**src/rtl/glb_dma.sv**
```systemverilog
// glb_dma: moves a contiguous run of words between a valid/ready stream and one
// GLB bank. The write path is combinational pass-through from the write
// stream to the GLB port. The read path issues addresses ahead of the
// consumer. A small return FIFO catches the data, and reads are throttled so
// that every read in flight already has a FIFO slot reserved.
//
// state | meaning
// ------+---------------------------------------------------------------
// IDLE  | waiting for a command; the only state with o_cmd_ready high
// WRITE | write-stream words pass straight through to the GLB
// READ  | issuing GLB reads while count < len and FIFO space allows
// DRAIN | every read issued; waiting for returns and for the FIFO to empty
// DONE  | single-cycle completion pulse (o_err too if the bank was 0)
module glb_dma #(
  parameter int BANK_WIDTH = 32,
  parameter int BANK_DEPTH = 8192,
  parameter int ADDR_W     = 13,
  parameter int RD_LAT     = 2,
  parameter int FIFO_DEPTH = 4
) (
  input  logic                  i_clk,
  input  logic                  i_rst,
  input  logic                  i_cmd_valid,
  output logic                  o_cmd_ready,
  input  logic                  i_cmd_dir,
  input  logic [1:0]            i_cmd_bank,
  input  logic [ADDR_W-1:0]     i_cmd_base,
  input  logic [ADDR_W:0]       i_cmd_len,
  input  logic                  i_wr_valid,
  output logic                  o_wr_ready,
  input  logic [BANK_WIDTH-1:0] i_wr_data,
  output logic                  o_rd_valid,
  input  logic                  i_rd_ready,
  output logic [BANK_WIDTH-1:0] o_rd_data,
  output logic [1:0]            o_glb_bank_sel,
  output logic                  o_glb_we,
  output logic [ADDR_W-1:0]     o_glb_addr,
  output logic [BANK_WIDTH-1:0] o_glb_wd,
  input  logic [BANK_WIDTH-1:0] i_glb_rd,
  output logic                  o_done,
  output logic                  o_err
);

  localparam int LEN_W  = ADDR_W + 1;
  localparam int SUM_W  = ADDR_W + 2;
  localparam int PTR_W  = (FIFO_DEPTH > 1) ? $clog2(FIFO_DEPTH) : 1;
  localparam int FCNT_W = $clog2(FIFO_DEPTH + 1);
  localparam int IF_W   = $clog2(RD_LAT + 1);
  localparam int OCC_W  = $clog2(FIFO_DEPTH + RD_LAT + 1);

  typedef enum logic [2:0] {
    IDLE  = 3'd0,
    WRITE = 3'd1,
    READ  = 3'd2,
    DRAIN = 3'd3,
    DONE  = 3'd4
  } state_t;

  state_t state, state_nxt;

  logic                  dir_q;
  logic [1:0]            bank_q;
  logic [ADDR_W-1:0]     base_q;
  logic [LEN_W-1:0]      len_q;
  logic [LEN_W-1:0]      count;
  logic [LEN_W-1:0]      count_inc;

  logic [RD_LAT-1:0]     vld_sr;
  logic [IF_W-1:0]       inflight;
  logic                  capture;

  logic [BANK_WIDTH-1:0] fifo_mem [FIFO_DEPTH];
  logic [PTR_W-1:0]      wr_ptr;
  logic [PTR_W-1:0]      rd_ptr;
  logic [FCNT_W-1:0]     fifo_count;
  logic                  pop;
  logic [OCC_W-1:0]      occ;

  logic [SUM_W-1:0]      addr_sum;
  logic [ADDR_W-1:0]     cur_addr;

  logic                  accept;
  logic                  wr_hs;
  logic                  issue;

  // reads still travelling through the GLB pipeline
  always_comb begin
    inflight = '0;
    for (int i = 0; i < RD_LAT; i++) begin
      inflight = inflight + IF_W'(vld_sr[i]);
    end
  end

  // shared datapath terms: current word address (wrapped) and FIFO occupancy
  always_comb begin
    count_inc = count + LEN_W'(1);
    addr_sum  = SUM_W'(base_q) + SUM_W'(count);
    if (addr_sum >= SUM_W'(BANK_DEPTH)) begin
      cur_addr = ADDR_W'(addr_sum - SUM_W'(BANK_DEPTH));
    end else begin
      cur_addr = ADDR_W'(addr_sum);
    end
    capture    = vld_sr[RD_LAT-1];
    o_rd_valid = (fifo_count != '0);
    pop        = o_rd_valid && i_rd_ready;
    o_rd_data  = o_rd_valid ? fifo_mem[rd_ptr] : '0;
    occ        = OCC_W'(inflight) + OCC_W'(fifo_count);
  end

  // next-state and GLB/stream outputs
  always_comb begin
    state_nxt      = state;
    o_cmd_ready    = 1'b0;
    o_wr_ready     = 1'b0;
    o_glb_bank_sel = 2'd0;
    o_glb_we       = 1'b0;
    o_glb_addr     = '0;
    o_glb_wd       = '0;
    o_done         = 1'b0;
    o_err          = 1'b0;
    accept         = 1'b0;
    wr_hs          = 1'b0;
    issue          = 1'b0;
    case (state)
      IDLE: begin
        o_cmd_ready = 1'b1;
        if (i_cmd_valid) begin
          accept = 1'b1;
          if ((i_cmd_bank == 2'd0) || (i_cmd_len == '0)) begin
            state_nxt = DONE;
          end else if (i_cmd_dir) begin
            state_nxt = READ;
          end else begin
            state_nxt = WRITE;
          end
        end
      end
      WRITE: begin
        o_wr_ready     = 1'b1;
        o_glb_bank_sel = bank_q;
        // dir_q is always 0 here; the qualifier stops a corrupted state from
        // ever writing the GLB on behalf of a read command
        o_glb_we       = i_wr_valid && !dir_q;
        o_glb_wd       = i_wr_data;
        o_glb_addr     = cur_addr;
        wr_hs          = i_wr_valid;
        if (wr_hs && (count_inc == len_q)) begin
          state_nxt = DONE;
        end
      end
      READ: begin
        // bank_sel stays put: the GLB output mux follows it combinationally
        o_glb_bank_sel = bank_q;
        o_glb_addr     = cur_addr;
        issue          = (occ < OCC_W'(FIFO_DEPTH)) && (count < len_q);
        if (issue && (count_inc == len_q)) begin
          state_nxt = DRAIN;
        end
      end
      DRAIN: begin
        o_glb_bank_sel = bank_q;
        if ((inflight == '0) && (fifo_count == '0) && !capture) begin
          state_nxt = DONE;
        end
      end
      DONE: begin
        o_done    = 1'b1;
        o_err     = (bank_q == 2'd0);
        state_nxt = IDLE;
      end
      default: state_nxt = IDLE;
    endcase
  end

  // state register
  always_ff @(posedge i_clk) begin
    if (!i_rst) begin
      state <= IDLE;
    end else begin
      state <= state_nxt;
    end
  end

  // command latch and word counter
  always_ff @(posedge i_clk) begin
    if (!i_rst) begin
      dir_q  <= 1'b0;
      bank_q <= 2'd0;
      base_q <= '0;
      len_q  <= '0;
      count  <= '0;
    end else if (accept) begin
      dir_q  <= i_cmd_dir;
      bank_q <= i_cmd_bank;
      base_q <= i_cmd_base;
      len_q  <= i_cmd_len;
      count  <= '0;
    end else if (wr_hs || issue) begin
      count <= count_inc;
    end
  end

  // read-valid shift register: an issue reaches the last tap RD_LAT-1 cycles
  // later and is captured on the following edge
  always_ff @(posedge i_clk) begin
    if (!i_rst) begin
      vld_sr <= '0;
    end else begin
      vld_sr[0] <= issue;
      for (int i = 1; i < RD_LAT; i++) begin
        vld_sr[i] <= vld_sr[i-1];
      end
    end
  end

  // return FIFO pointers and occupancy
  always_ff @(posedge i_clk) begin
    if (!i_rst) begin
      wr_ptr     <= '0;
      rd_ptr     <= '0;
      fifo_count <= '0;
    end else begin
      if (capture) begin
        wr_ptr <= (wr_ptr == PTR_W'(FIFO_DEPTH - 1)) ? '0 : wr_ptr + PTR_W'(1);
      end
      if (pop) begin
        rd_ptr <= (rd_ptr == PTR_W'(FIFO_DEPTH - 1)) ? '0 : rd_ptr + PTR_W'(1);
      end
      case ({capture, pop})
        2'b10:   fifo_count <= fifo_count + FCNT_W'(1);
        2'b01:   fifo_count <= fifo_count - FCNT_W'(1);
        default: fifo_count <= fifo_count;
      endcase
    end
  end

  // return FIFO storage; contents are don't-care while the count is zero
  always_ff @(posedge i_clk) begin
    if (capture) begin
      fifo_mem[wr_ptr] <= i_glb_rd;
    end
  end

endmodule

```
**config.mk**
```make
export PLATFORM = sky130hd
export DESIGN_NAME = glb_dma
export DESIGN_NICKNAME = d
export VERILOG_FILES = /design/src/rtl/glb_dma.sv
export SDC_FILE = /design/constraint.sdc
export NUM_CORES = 1
export LEC_CHECK = 0
export BUFFER_PORTS_ARGS = -buffer_cell sky130_fd_sc_hd__buf_2
export CELL_PAD_IN_SITES_DETAIL_PLACEMENT = 1
export CELL_PAD_IN_SITES_GLOBAL_PLACEMENT = 1
export CORE_MARGIN = 3
export CORE_UTILIZATION = 47
export DETAILED_ROUTE_END_ITERATION = 10
export PLACE_DENSITY = 0.82
export SYNTH_ARGS = -nofsm -noshare
export SYNTH_HDL_FRONTEND = slang
export SYNTH_SLANG_ARGS = --single-unit
export TNS_END_PERCENT = 5
```
**constraint.sdc**
```tcl
create_clock -name i_clk -period 4.29 [get_ports i_clk]
set_input_delay 0.858 -clock i_clk [delete_from_list [all_inputs] [get_ports i_clk]]
set_output_delay 0.858 -clock i_clk [all_outputs]
set_load 0.005 [all_outputs]
```
==> run summary <==
status = completed
growth of design area from synthesis to finish = 19.5%
vias in the first global route = 6917
distinct cell type count after synthesis = 47
count of cells along the worst hold path = 2
Worst Path Arrival = 3.06 ns
leakage power summed over all cells = 4.19 nW
Fmax = 255 MHz
dominant register cell in the synthesized netlist = sky130_fd_sc_hd__edfxtp_1
required time reported for the critical path endpoint = 3.43 ns
post-synthesis cell area = 8910 sq um
DP Cell Count = 1127
number of enable flip-flop cells after synthesis = 128
number of maximum-capacitance violations = 0
worst-case vdd ir drop = 301 uV
Initial Utilization = 48.8%
iteration-0 DRC count of the detailed router = 387
vias per std cell = 5.65
clock-pin transition on the worst setup and hold timing paths = 0.07 ns
count of non-filler cells in the finished layout = 1159
global-route wire length before repair = 36700 um
number of buffers created by CTS = 17
TritonCTS clock tree = built
placed cell areas = 10100 sq um
Detail Route Antenna Nets = 0
critical path type = flip-flop to primary output
crit path launch type = flip-flop
Hold Path Class = flip-flop to flip-flop
number of endpoints with negative hold slack in the final report = 0
ratio of total power to cell area = 434 nW/um^2
worst rel slew slack = 28.2%
Mapped Cells = 737
Chip Width = 144 um
overall power = 4.62 mW
total via count in the routed design = 6551
final critical-path required period = 3.92 ns
share of post-route cells with drive strength above 1 = 28.1%
clock root buffer master = sky130_fd_sc_hd__clkbuf_16
Worst R2R Setup Slack = 1.35 ns
clock sink count = 186
maximum buffer depth of the clock tree = 2
register bit count reported by yosys = 186
sum of routed wire length over all layers = 23500 um
number of port buffers = 183
Worst-Margin Slew = 1.08 ns
total negative setup slack = 0 ns
worst reg2reg path depth = 8
later-pin clock latency in the skew report = 0.44 ns
maximum level of the CTS H-tree = 4
Final period util = 91.3%
share of the synthesized area in the top cell type = 43.2%
first-pass iteration count of the detailed router = 4
launch point of the worst hold path = base_q[8]$_SDFFE_PN0P_
DPL Wire Length = 17000 um
endpoint of the worst register-to-register path = state[2]$_SDFFE_PN0P_
Mapped Avg Cell Area = 12.1 sq um
sequential share of the synthesized area = 56.2%
destination of the worst hold path = base_q[8]$_SDFFE_PN0P_
overflow left after global routing = 0
overall fraction of global-route tracks in use = 23.2%
count of inserted antenna diode cells = 0
setup repair after global routing missed its margin = false
largest net degree at the start of global routing = 36
count of warnings emitted by yosys = 0
I/O Pins = 184
routed wirelength normalized by instance count = 20.2 um
die footprint = 20600 sq um
final weighted congestion of routability-driven global placement = 0.883
type of destination of the critical path = primary output
worst-path fanout max = 5
cts-stage hold buffer count = 0
core region area = 18300 sq um
antenna violations before repair = 0
top cell type by total area after synthesis = sky130_fd_sc_hd__edfxtp_1
net count reported at finish = 1054
final standard cell area without fillers = 10600 sq um
setup fix buffers added after clock tree synthesis = 0
final number of setup-violating endpoints = 0
dominant cells by area after synthesis = sky130_fd_sc_hd__edfxtp_1, sky130_fd_sc_hd__dfxtp_1, sky130_fd_sc_hd__mux4_2, sky130_fd_sc_hd__and2_1, sky130_fd_sc_hd__ha_1
Placement Rows = 49
Worst Skew = 0.0111 ns
final worst hold slack = 0.484 ns
net count after synthesis = 874
share of flip-flops with an asynchronous set or reset = 0%
final max-slew violation count = 0
remaining routing DRC violations = 0
die height = 144 um
worst reg2reg path startpoint = count[1]$_SDFFE_PP0P_
count of instances resized after the clock tree is built = 0
[how the worst max path moves through the flow]
stage	start	to
floorplan	count[1]$_SDFFE_PP0P_	o_glb_addr[11]
global placement	count[1]$_SDFFE_PP0P_	o_glb_addr[11]
detailed placement	count[1]$_SDFFE_PP0P_	o_glb_addr[11]
CTS	count[1]$_SDFFE_PP0P_	o_glb_addr[11]
global route	count[1]$_SDFFE_PP0P_	o_glb_addr[11]
finish	count[0]$_SDFFE_PP0P_	o_glb_addr[12]
[cell usage in the layout, fill, tap and decap left out, types with 10 or more instances in the layout]
cell / synthesis / final
sky130_fd_sc_hd__nand4_1: 10 / 10
sky130_fd_sc_hd__clkbuf_16: 0 / 17
sky130_fd_sc_hd__dfxtp_1: 58 / 57
sky130_fd_sc_hd__and2_1: 75 / 75
sky130_fd_sc_hd__mux4_2: 32 / 32
sky130_fd_sc_hd__ha_1: 36 / 36
sky130_fd_sc_hd__xnor2_1: 17 / 17
sky130_fd_sc_hd__buf_2: 2 / 183
sky130_fd_sc_hd__nand2_1: 81 / 81
sky130_fd_sc_hd__inv_1: 31 / 31
sky130_fd_sc_hd__or3_1: 16 / 16
sky130_fd_sc_hd__edfxtp_1: 128 / 128
sky130_fd_sc_hd__nor2_1: 29 / 29
sky130_fd_sc_hd__nor3_1: 15 / 15
sky130_fd_sc_hd__buf_4: 0 / 12
sky130_fd_sc_hd__a21boi_0: 33 / 33
sky130_fd_sc_hd__xor2_1: 13 / 13
sky130_fd_sc_hd__o21ai_0: 21 / 21
sky130_fd_sc_hd__a21oi_1: 25 / 25
[stage by stage]
step | util, % | setup slack, ns
floorplan | - | 1.33
global placement | 55.1 | 0.970
detailed placement | 55.1 | 0.895
CTS | 58.3 | 0.407
global route | 58.3 | 0.148
finish | 58.3 | 0.372
[worst max-delay path: stages (launching register included)]
cell and delay [ns]:
sky130_fd_sc_hd__dfxtp_1 0.41, sky130_fd_sc_hd__ha_1 0.21, sky130_fd_sc_hd__inv_1 0.06, sky130_fd_sc_hd__fa_1 0.39, sky130_fd_sc_hd__nor2b_1 0.20, sky130_fd_sc_hd__o21a_1 0.15
sky130_fd_sc_hd__o21ai_0 0.12, sky130_fd_sc_hd__a21oi_1 0.23, sky130_fd_sc_hd__a211oi_1 0.15, sky130_fd_sc_hd__a21oi_1 0.34, sky130_fd_sc_hd__mux2i_1 0.22, sky130_fd_sc_hd__buf_2 0.14
[flip-flops by register name, summed over array words and instances (netlist names), 2 cells and up, named ones only]
signal / cells
wr_ptr: 2
len_q: 14
base_q: 13
fifo_mem: 128
bank_q: 2
fifo_count: 3
count: 14
vld_sr: 2
rd_ptr: 2
state: 3
[layer usage]
metal / track usage [%] / share of wire, % / routed length (um) / vias up
li1: - / - / - / 3050
met1: 29.5 / 42 / 9950 / 3247
met2: 40.4 / 50 / 11800 / 228
met3: 4.26 / 5.5 / 1300 / 26
met4: 7.43 / 1.6 / 380 / 0
met5: 0 / 0 / 0 / -
[logic make-up (layout without fill, tap and decap cells)]
kind of cell / count (synthesis) / after routing / synth area share (%)
and+or+nand+nor: 268 / 268 / 15.6
DFF: 186 / 186 / 56.2
AOI/OAI and AO/OA: 115 / 115 / 8.51
buffers and inverters: 65 / 258 / 2.78
adders and majority gates: 38 / 38 / 5.51
muxes: 35 / 35 / 8.43
xor gates and xnor gates: 30 / 30 / 2.95
[power breakdown]
part | internal [mW] | total, mW | switching (mW)
logic | 0.434 | 1.02 | 0.583
registers | 1.99 | 2.08 | 0.0880
clock network | 0.774 | 1.52 | 0.749
[synthesized netlist by cell type, drive strengths merged, types with 2 or more instances]
library cell    n
a2111oi         2
a211oi          2
a21boi         34
a21o            9
a21oi          25
a31oi           2
a41oi           2
and2           75
and3            4
and4b           2
buf             7
clkbuf         27
dfxtp          58
edfxtp        128
fa              2
ha             36
inv            31
mux2i           3
mux4           32
nand2          82
nand2b          3
nand3           9
nand4          10
nor2           29
nor2b           6
nor3           15
nor3b           4
nor4            6
o211ai          4
o21a            4
o21ai          21
o31ai           5
or3            16
or4             5
xnor2          17
xor2           13
[cell type report]
type | instances | area [sq um]
Clock buffer | 17 | 425
Clock inverter | 15 | 150
Fill cell | 1941 | 7620
Inverter | 31 | 116
Sequential cell | 186 | 5010
Tap cell | 229 | 287
Timing Repair Buffer | 195 | 1010
Multi-Input combinational cell | 486 | 3650
(Power assumes the default switching activity.)
